**src/rtl/vga_fb_blitter.sv**
```systemverilog
// rtl/vga_fb_blitter.sv - Wishbone initiator that fills clipped rectangles through the VGA register window
module vga_fb_blitter #(
    parameter logic [31:0] BASE_ADDR   = 32'h0000_0000,
    parameter int          H_RES       = 640,
    parameter int          V_RES       = 480,
    parameter int          ACK_TIMEOUT = 255
) (
    input  logic        wb_clk_i,
    input  logic        wb_rst_i,
    input  logic        cmd_valid,
    output logic        cmd_ready,
    input  logic [9:0]  cmd_x,
    input  logic [9:0]  cmd_y,
    input  logic [9:0]  cmd_w,
    input  logic [9:0]  cmd_h,
    input  logic [7:0]  cmd_color,
    output logic        wb_cyc_o,
    output logic        wb_stb_o,
    output logic        wb_we_o,
    output logic [31:0] wb_adr_o,
    output logic [31:0] wb_dat_o,
    output logic [3:0]  wb_sel_o,
    input  logic        wb_ack_i,
    output logic        busy,
    output logic        done,
    output logic        err,
    output logic        clipped
);

    localparam logic [2:0] S_IDLE  = 3'd0;
    localparam logic [2:0] S_SETUP = 3'd1;
    localparam logic [2:0] S_WE0   = 3'd2;
    localparam logic [2:0] S_DATA  = 3'd3;
    localparam logic [2:0] S_ADDR  = 3'd4;
    localparam logic [2:0] S_WE1   = 3'd5;
    localparam logic [2:0] S_WE0P  = 3'd6;
    localparam logic [2:0] S_DONE  = 3'd7;

    localparam int          CW    = $clog2(ACK_TIMEOUT + 1);
    localparam logic [10:0] H_END = 11'(H_RES);
    localparam logic [10:0] V_END = 11'(V_RES);

    logic [2:0]    state;
    logic [9:0]    x_r, y_r, w_r, h_r;
    logic [7:0]    color_r;
    logic [10:0]   x_end, y_end;
    logic [9:0]    col, row;
    logic [18:0]   row_base;
    logic [CW-1:0] ack_cnt;
    logic          cyc_r;
    logic [31:0]   adr_r, dat_r;
    logic [3:0]    sel_r;
    logic          err_r, clip_r;

    logic [10:0] sum_x, sum_y;
    logic        off_screen, zero_dim, x_red, y_red;
    logic [18:0] pix;
    logic        last_col, last_row;
    logic [31:0] t_adr, t_dat;
    logic [3:0]  t_sel;

    // 11-bit sums so x+w and y+h never wrap before clipping
    assign sum_x      = {1'b0, x_r} + {1'b0, w_r};
    assign sum_y      = {1'b0, y_r} + {1'b0, h_r};
    assign off_screen = ({1'b0, x_r} >= H_END) || ({1'b0, y_r} >= V_END);
    assign zero_dim   = (w_r == 10'd0) || (h_r == 10'd0);
    assign x_red      = sum_x > H_END;
    assign y_red      = sum_y > V_END;
    assign pix        = row_base + 19'(col);
    assign last_col   = ({1'b0, col} + 11'd1) == x_end;
    assign last_row   = ({1'b0, row} + 11'd1) == y_end;

    always_comb begin
        t_adr = BASE_ADDR + 32'h4;
        t_dat = 32'd0;
        t_sel = 4'b0001;
        case (state)
            S_DATA: begin
                t_adr = BASE_ADDR + 32'hC;
                t_dat = {24'd0, color_r};
            end
            S_ADDR: begin
                t_adr = BASE_ADDR + 32'h8;
                t_dat = {13'd0, pix};
                t_sel = 4'b0111;
            end
            S_WE1:   t_dat = 32'd1;
            default: ;
        endcase
    end

    always_ff @(posedge wb_clk_i or posedge wb_rst_i) begin
        if (wb_rst_i) begin
            state    <= S_IDLE;
            x_r      <= '0;
            y_r      <= '0;
            w_r      <= '0;
            h_r      <= '0;
            color_r  <= '0;
            x_end    <= '0;
            y_end    <= '0;
            col      <= '0;
            row      <= '0;
            row_base <= '0;
            ack_cnt  <= '0;
            cyc_r    <= 1'b0;
            adr_r    <= '0;
            dat_r    <= '0;
            sel_r    <= '0;
            err_r    <= 1'b0;
            clip_r   <= 1'b0;
        end else begin
            case (state)
                S_IDLE: begin
                    err_r  <= 1'b0;
                    clip_r <= 1'b0;
                    if (cmd_valid) begin
                        x_r     <= cmd_x;
                        y_r     <= cmd_y;
                        w_r     <= cmd_w;
                        h_r     <= cmd_h;
                        color_r <= cmd_color;
                        state   <= S_SETUP;
                    end
                end
                S_SETUP: begin
                    x_end    <= x_red ? H_END : sum_x;
                    y_end    <= y_red ? V_END : sum_y;
                    col      <= x_r;
                    row      <= y_r;
                    row_base <= 19'(y_r * H_RES);
                    // A zero-size command that lies on screen is empty, not clipped
                    clip_r   <= off_screen || (!zero_dim && (x_red || y_red));
                    state    <= (off_screen || zero_dim) ? S_DONE : S_WE0;
                end
                S_DONE: state <= S_IDLE;
                default: begin
                    // A transaction starts when the bus is idle in a transfer state
                    if (!cyc_r) begin
                        cyc_r   <= 1'b1;
                        adr_r   <= t_adr;
                        dat_r   <= t_dat;
                        sel_r   <= t_sel;
                        ack_cnt <= '0;
                    end else if (wb_ack_i) begin
                        cyc_r <= 1'b0;
                        case (state)
                            S_WE0:  state <= S_DATA;
                            S_DATA: state <= S_ADDR;
                            S_ADDR: state <= S_WE1;
                            S_WE1:  state <= S_WE0P;
                            default: begin
                                if (last_col) begin
                                    if (last_row) begin
                                        state <= S_DONE;
                                    end else begin
                                        col      <= x_r;
                                        row      <= row + 10'd1;
                                        row_base <= row_base + 19'(H_RES);
                                        state    <= S_ADDR;
                                    end
                                end else begin
                                    col   <= col + 10'd1;
                                    state <= S_ADDR;
                                end
                            end
                        endcase
                    end else if (ack_cnt == CW'(ACK_TIMEOUT - 1)) begin
                        cyc_r <= 1'b0;
                        err_r <= 1'b1;
                        state <= S_DONE;
                    end else begin
                        ack_cnt <= ack_cnt + CW'(1);
                    end
                end
            endcase
        end
    end

    assign cmd_ready = (state == S_IDLE);
    assign busy      = (state != S_IDLE);
    assign done      = (state == S_DONE);
    assign err       = done && err_r;
    assign clipped   = done && clip_r;
    assign wb_cyc_o  = cyc_r;
    assign wb_stb_o  = cyc_r;
    assign wb_we_o   = cyc_r;
    assign wb_adr_o  = adr_r;
    assign wb_dat_o  = dat_r;
    assign wb_sel_o  = sel_r;

endmodule

```
**config.mk**
```make
export PLATFORM = sky130hd
export DESIGN_NAME = vga_fb_blitter
export DESIGN_NICKNAME = d
export VERILOG_FILES = /design/src/rtl/vga_fb_blitter.sv
export SDC_FILE = /design/constraint.sdc
export NUM_CORES = 1
export LEC_CHECK = 0
export BUFFER_PORTS_ARGS = -buffer_cell sky130_fd_sc_hd__buf_2
export CAP_MARGIN = 20
export CORE_MARGIN = 4
export CORE_UTILIZATION = 25
export CTS_BUF_LIST = sky130_fd_sc_hd__clkbuf_16
export CTS_CLUSTER_DIAMETER = 60
export DETAILED_ROUTE_END_ITERATION = 16
export GPL_TIMING_DRIVEN = 0
export SYNTH_ARGS = -nofsm -noshare
export SYNTH_HDL_FRONTEND = slang
export SYNTH_SLANG_ARGS = --single-unit
```
**constraint.sdc**
```tcl
create_clock -name wb_clk_i -period 6.2 [get_ports wb_clk_i]
set_input_delay 1.24 -clock wb_clk_i [delete_from_list [all_inputs] [get_ports wb_clk_i]]
set_output_delay 1.24 -clock wb_clk_i [all_outputs]
set_load 0.05 [all_outputs]
```
==> results of run 1 <==
state kept, by name, summed over array words and instances, names as in the netlist:
signal and count:
y_end 11, ack_cnt 8, wb_adr_o 2, state 3
h_r 10, x_end 11, col 10, x_r 10
w_r 10, err_r 1, wb_sel_o 2, row 10
wb_dat_o 19, color_r 8, y_r 10, clip_r 1
wb_cyc_o 1, row_base 12
layer usage:
metal  track usage  vias up  share of wire
li1              -     3440              -
met1         0.175     3364           0.47
met2         0.184      218           0.44
met3        0.0315       31          0.067
met4        0.0375        0          0.019
met5             0        -              0
through the flow:
stage | hold slack (ns) | setup WS, ns
floorplan | 0.465 | 1.24
global placement | 0.444 | -0.577
detailed placement | 0.452 | 2.09
CTS | 0.467 | 2.52
global route | 0.471 | 2.24
finish | 0.457 | 2.45
cell families (layout without fill, tap and decap cells):
group / count (synthesis) / count (layout) / share of synthesized area
mux: 59 / 59 / 0.0748
flops: 139 / 139 / 0.401
xor+xnor: 77 / 77 / 0.0777
other cells: 1 / 44 / 0.000432
buf+inv: 110 / 226 / 0.0706
simple gates: 263 / 263 / 0.152
compound gates: 207 / 207 / 0.153
fa+ha+maj: 47 / 47 / 0.0703
worst max-delay path by stage:
stage / endpoint / slack, ns
global route: row_base[17] / 2.24
floorplan: ack_cnt[0] / 1.24
finish: row_base[17] / 2.45
detailed placement: row_base[17] / 2.09
CTS: row_base[17] / 2.52
global placement: w_r[7] / -0.58
power by group:
part	total, W	internal (W)	leakage [nW]	switching [W]
clock	0.000992	0.000591	0.284	0.000402
combinational	0.00327	0.00129	2.71	0.00198
sequential	0.00168	0.00128	1.71	0.000397
synth_stat cells (7+ instances only):
master,instances,share of area
or4_1,7,0.0061
mux2_2,47,0.061
a22oi_1,11,0.0095
mux2i_1,12,0.014
o21ai_0,69,0.040
nor2b_1,9,0.0065
a21oi_1,41,0.024
a31oi_1,8,0.0058
ha_1,44,0.063
nand4_1,19,0.014
nand2_1,90,0.039
o21bai_1,7,0.0061
nor3_1,8,0.0046
xor2_1,48,0.048
o31ai_1,8,0.0069
nor2_1,54,0.023
dfrtp_1,139,0.40
inv_1,21,0.0091
buf_4,52,0.045
a21o_1,10,0.0086
clkbuf_1,28,0.012
xnor2_1,29,0.029
nand3_1,26,0.015
final cells by class:
type                       count  area, µm²
tap                          448        561
multi-input combinational    697       4750
buffer                        89        534
timing repair buffer          84        443
inverter                      21       83.8
sequential                   139       3480
clock inverter                15        149
clock buffer                  17        425
fill                        3549      23400
==> metrics.txt, run 1 <==
status=finished, final reports clean; post-synthesis sequential area ratio=0.401; share of layout cells above drive strength 1=0.216; 1st-iter DRT viols=around 540; hold path depth=1; Startpoint Class=primary input; Critical Path, Cell by Cell=clkbuf_1, nand3_1, o21ai_0, nand2_1, nor4_4, nand2_4, or4_1, a31oi_1; Nets=1148; Async S/R FF share, synth=1.00; Critical Path Sink Type=flip-flop; final WL=roughly 23000 µm; final period utilization=0.604; Rows=between 60 and 70; RSZ-0062 raised after global routing=false; Max Slew Vio Count=0; DR vias=around 7100; crit path from=wb_ack_i; latest clock arrival within the worst-skew pair=0.43 ns; fin area=0.0104 mm²; ant diodes=0; number of port buffers=82; HP Start=wb_sel_o[0]; fin cells=1510; postcts setup bufs=0; CTS H-Tree Depth=4; average size of a mapped cell=9.61 µm²; largest net degree at the start of global routing=73; most frequent cells in the layout=dfrtp_1 (139), nand2_1 (90), buf_2 (87); Register-to-Register Path Depth=10; predominant post-synthesis flop cell=dfrtp_1; antenna-violating nets left=0; # hold bufs at CTS=0; leading cell type in the layout, fill and taps excluded=dfrtp_1; die span in x=194 µm; relative slew slack=0.323; Syn-to-layout area delta=20.1%; instance count on the critical path=8; gpl congestion=0.842; CTS tree=built; Crit path max-delay family=simple AND/OR/NAND/NOR gates; setup violators final=0; Bufs on Longest Clock Path=2; Crit Path Class=in2reg; worst-path fanout max=10; Cell variety after synth=64; Pre-Repair DR Iteration Count=5; Final Hold Fails=0; Final min period=3.75 ns; Starting Density=0.256; routed len/inst=15.4 µm; die area=around 0.038 mm²; vias per cell=4.67; cell area after synthesis=between 0.008 and 0.009 mm²; synth warn=0; Buf/Inv on CP=1; Worst-Margin Slew=~1 ns; GRT Total Usage=0.123; fin util=0.308; P_leak=between 4 and 5 nW; Slowest-stage cell, CP=o21ai_0; reg2reg start=col[0]; PD cells=570 mW/mm²; R2R Setup Slk=roughly 2.7 ns; global route overflow=0; residual DRC count=0; worst hold path class=reg2reg; max-cap viol count=0; cts repair resizes=0; worst endpoint required time=between 6 and 7 ns; Tot Pwr=about 0.006 W; Die Ht=194 µm; FMAX=0.267 GHz; Hold EP=wb_sel_o[0]; clock-pin transition on the worst setup and hold timing paths=0.06 ns; Setup TNS=0 ns; via count of the first global-routing pass=6756; Final Skew=0.0115 ns; global-route wire length before repair=37300 µm; CTS buffer count=17; Post-DP HPWL=about 18000 µm; FF-to-FF End=row_base[17]; I/O pin count=around 130; Cells after Synth=903; core area=0.0339 mm²; Yosys reg bits=139; placed cell area=0.00985 mm²; number of enable flip-flop cells after synthesis=0; initial antenna violation count=0; Worst path max stage delay=~0.63 ns; clock sinks=approximately 140; placed cells=approximately 1500; Root Driver=clkbuf_16; WP data arrival=4.09 ns; Worst VDD drop=~0.00031 V
No activity file was read; power rests on OpenSTA's default activity.
==> run 2: changes to the inputs <==
==> constraint.sdc (replaced) <==
create_clock -name wb_clk_i -period 3.7 [get_ports wb_clk_i]
set_input_delay 0.74 -clock wb_clk_i [delete_from_list [all_inputs] [get_ports wb_clk_i]]
set_output_delay 0.74 -clock wb_clk_i [all_outputs]
set_load 0.05 [all_outputs]
==> run 2 against run 1 <==
Count of clock-buffer cells in the layout is the same. First-iteration DRC count shrank 11%. Hold slack lost 0.062 ns. Total power grew 69%. Clock power grew 77%. Combinational power grew 67%. Flip-flop and latch count is the same. Sequential share of layout area shrank 0.30 points. Critical path type is now reg2reg. Critical endpoint unchanged.
==> metrics.txt, run 2 (same netlist as run 1, synthesis figures left out) <==
1st-iter DRT viols=480; global route overflow=0; Max Slew Vio Count=0; CTS H-Tree Depth=4; cts repair resizes=0; fin util=0.311; global-route wire length before repair=36800 µm; worst hold path class=in2async; Root Driver=clkbuf_16; leading cell type in the layout, fill and taps excluded=dfrtp_1; Worst VDD drop=0.000420 V; postcts setup bufs=0; CTS tree=built; relative slew slack=0.364; M2 GR Usage=0.186; Worst path max stage delay=0.72 ns; Pre-Repair DR Iteration Count=5; routed len/inst=15.2 µm; # hold bufs at CTS=0; clock-pin transition on the worst setup and hold timing paths=0.06 ns; Worst-Margin Slew=0.948 ns; worst endpoint required time=4.04 ns; Final Hold Fails=0; Nets=about 1200; die area=approximately 0.038 mm²; Final Skew=0.0207 ns; P_leak=4.74 nW; Startpoint Class=flip-flop; placed cell area=0.00991 mm²; fin area=about 0.011 mm²; max-cap viol count=0; status=finished, final reports clean; met3 usage=0.0294; Setup TNS=0 ns; ant diodes=0; largest net degree at the start of global routing=38; Final min period=3.47 ns; Syn-to-layout area delta=21.2%; WP data arrival=3.81 ns; Crit Path Class=reg2reg; latest clock arrival within the worst-skew pair=0.43 ns; busiest layer in global routing=met2; Critical Path Sink Type=flip-flop; core area=0.0339 mm²; GRT Total Usage=0.122; Starting Density=0.256; I/O pin count=128; via count of the first global-routing pass=6709; DR vias=slightly below 7000; gpl congestion=around 0.83; Rows=67; PD cells=954 mW/mm²; number of port buffers=82; Post-DP HPWL=18300 µm; RSZ-0062 raised after global routing=false; die span in x=194 µm; final WL=23000 µm; setup violators final=0; Die Ht=just under 200 µm; met1 Use GR=0.172; Slowest-stage cell, CP=nor4_4; FMAX=roughly 0.29 GHz; antenna-violating nets left=0; residual DRC count=0; Bufs on Longest Clock Path=2; share of layout cells above drive strength 1=0.220; fill cell count=3555; clock sinks=139; worst-path fanout max=10; vias per cell=between 4 and 5; initial antenna violation count=0; Critical Path, Cell by Cell=ha_1, and4_1, buf_4, xnor2_1, o32ai_2, a41oi_2, nor4_4, nand2_4, or4_1, a31oi_1; CTS buffer count=17; max FFs per register=19; final period utilization=0.939; most frequent cells in the layout=dfrtp_1 (139), nand2_1 (90), buf_2 (87)
==> run 2: cell count changes in the layout (fill, tap and decap cells not counted) <==
cell	change
buf_12	+3
bufinv_16	+1
inv_6	+1
inv_1	-2
clkinv_4	+1
clkinv_2	-1
==> run 2: layout make-up <==
cell class / instances / area, µm² / area share
Tap cell: 448 / 561 / 0.0533
Multi-Input combinational cell: 697 / 4750 / 0.452
Inverter: 21 / 82.6 / 0.00785
Sequential cell: 139 / 3480 / 0.331
Timing Repair Buffer: 87 / 503 / 0.0478
Buffer: 89 / 534 / 0.0508
Clock buffer: 17 / 425 / 0.0404
Clock inverter: 15 / 185 / 0.0176
==> run 2: report_power, final <==
group          total [W]  internal [W]  leakage [nW]  switching, W
logic            0.00546       0.00217          2.73       0.00329
clock network    0.00176       0.00107         0.297      0.000694
registers        0.00281       0.00215          1.71      0.000660
total             0.0100       0.00539          4.74       0.00464
==> run 2: metal layers <==
layer  wire length (µm)  vias up  part of all wire
met1              11100     3263              0.48
met3               1370       26             0.060
met4                374        0             0.016
li1                   -     3435                 -
met2              10200      201              0.44
met5                  0        -                 0
==> run 2: final timing paths <==
| path | start | endpoint | slack [ns] | cells after the start |
|---|---|---|---|---|
| max | col[0] | row_base[17] | 0.23 | 10 |
| min | wb_rst_i | wb_dat_o[15] | 0.40 | 2 |
| max reg2reg | col[0] | row_base[17] | 0.23 | 10 |
| min reg2reg | wb_sel_o[0] | wb_sel_o[0] | 0.47 | 1 |
| max in group asynchronous | wb_rst_i | x_r[0] | 2.52 | 4 |
| min in group wb_clk_i | wb_sel_o[0] | wb_sel_o[0] | 0.47 | 1 |
==> run 2: critical path, delay by kind of cell (launching register included) <==
kind,cells,cell delay [ns]
fa+ha+maj,1,0.35
buf+inv,1,0.15
simple gates,4,1.68
flops,1,0.50
compound gates,3,0.59
xor+xnor,1,0.13
==> run 2: per-stage QoR <==
stage	setup slack (ns)	instances	hold slack, ns	power [W]
finish	0.227	1513	0.395	0.0100
global route	0.0259	1513	0.427	0.0109
CTS	0.224	1513	0.399	0.0101
detailed placement	0.117	1481	0.452	0.00827
global placement	0.0712	1476	0.446	0.00812
floorplan	0.757	946	0.465	0.00690
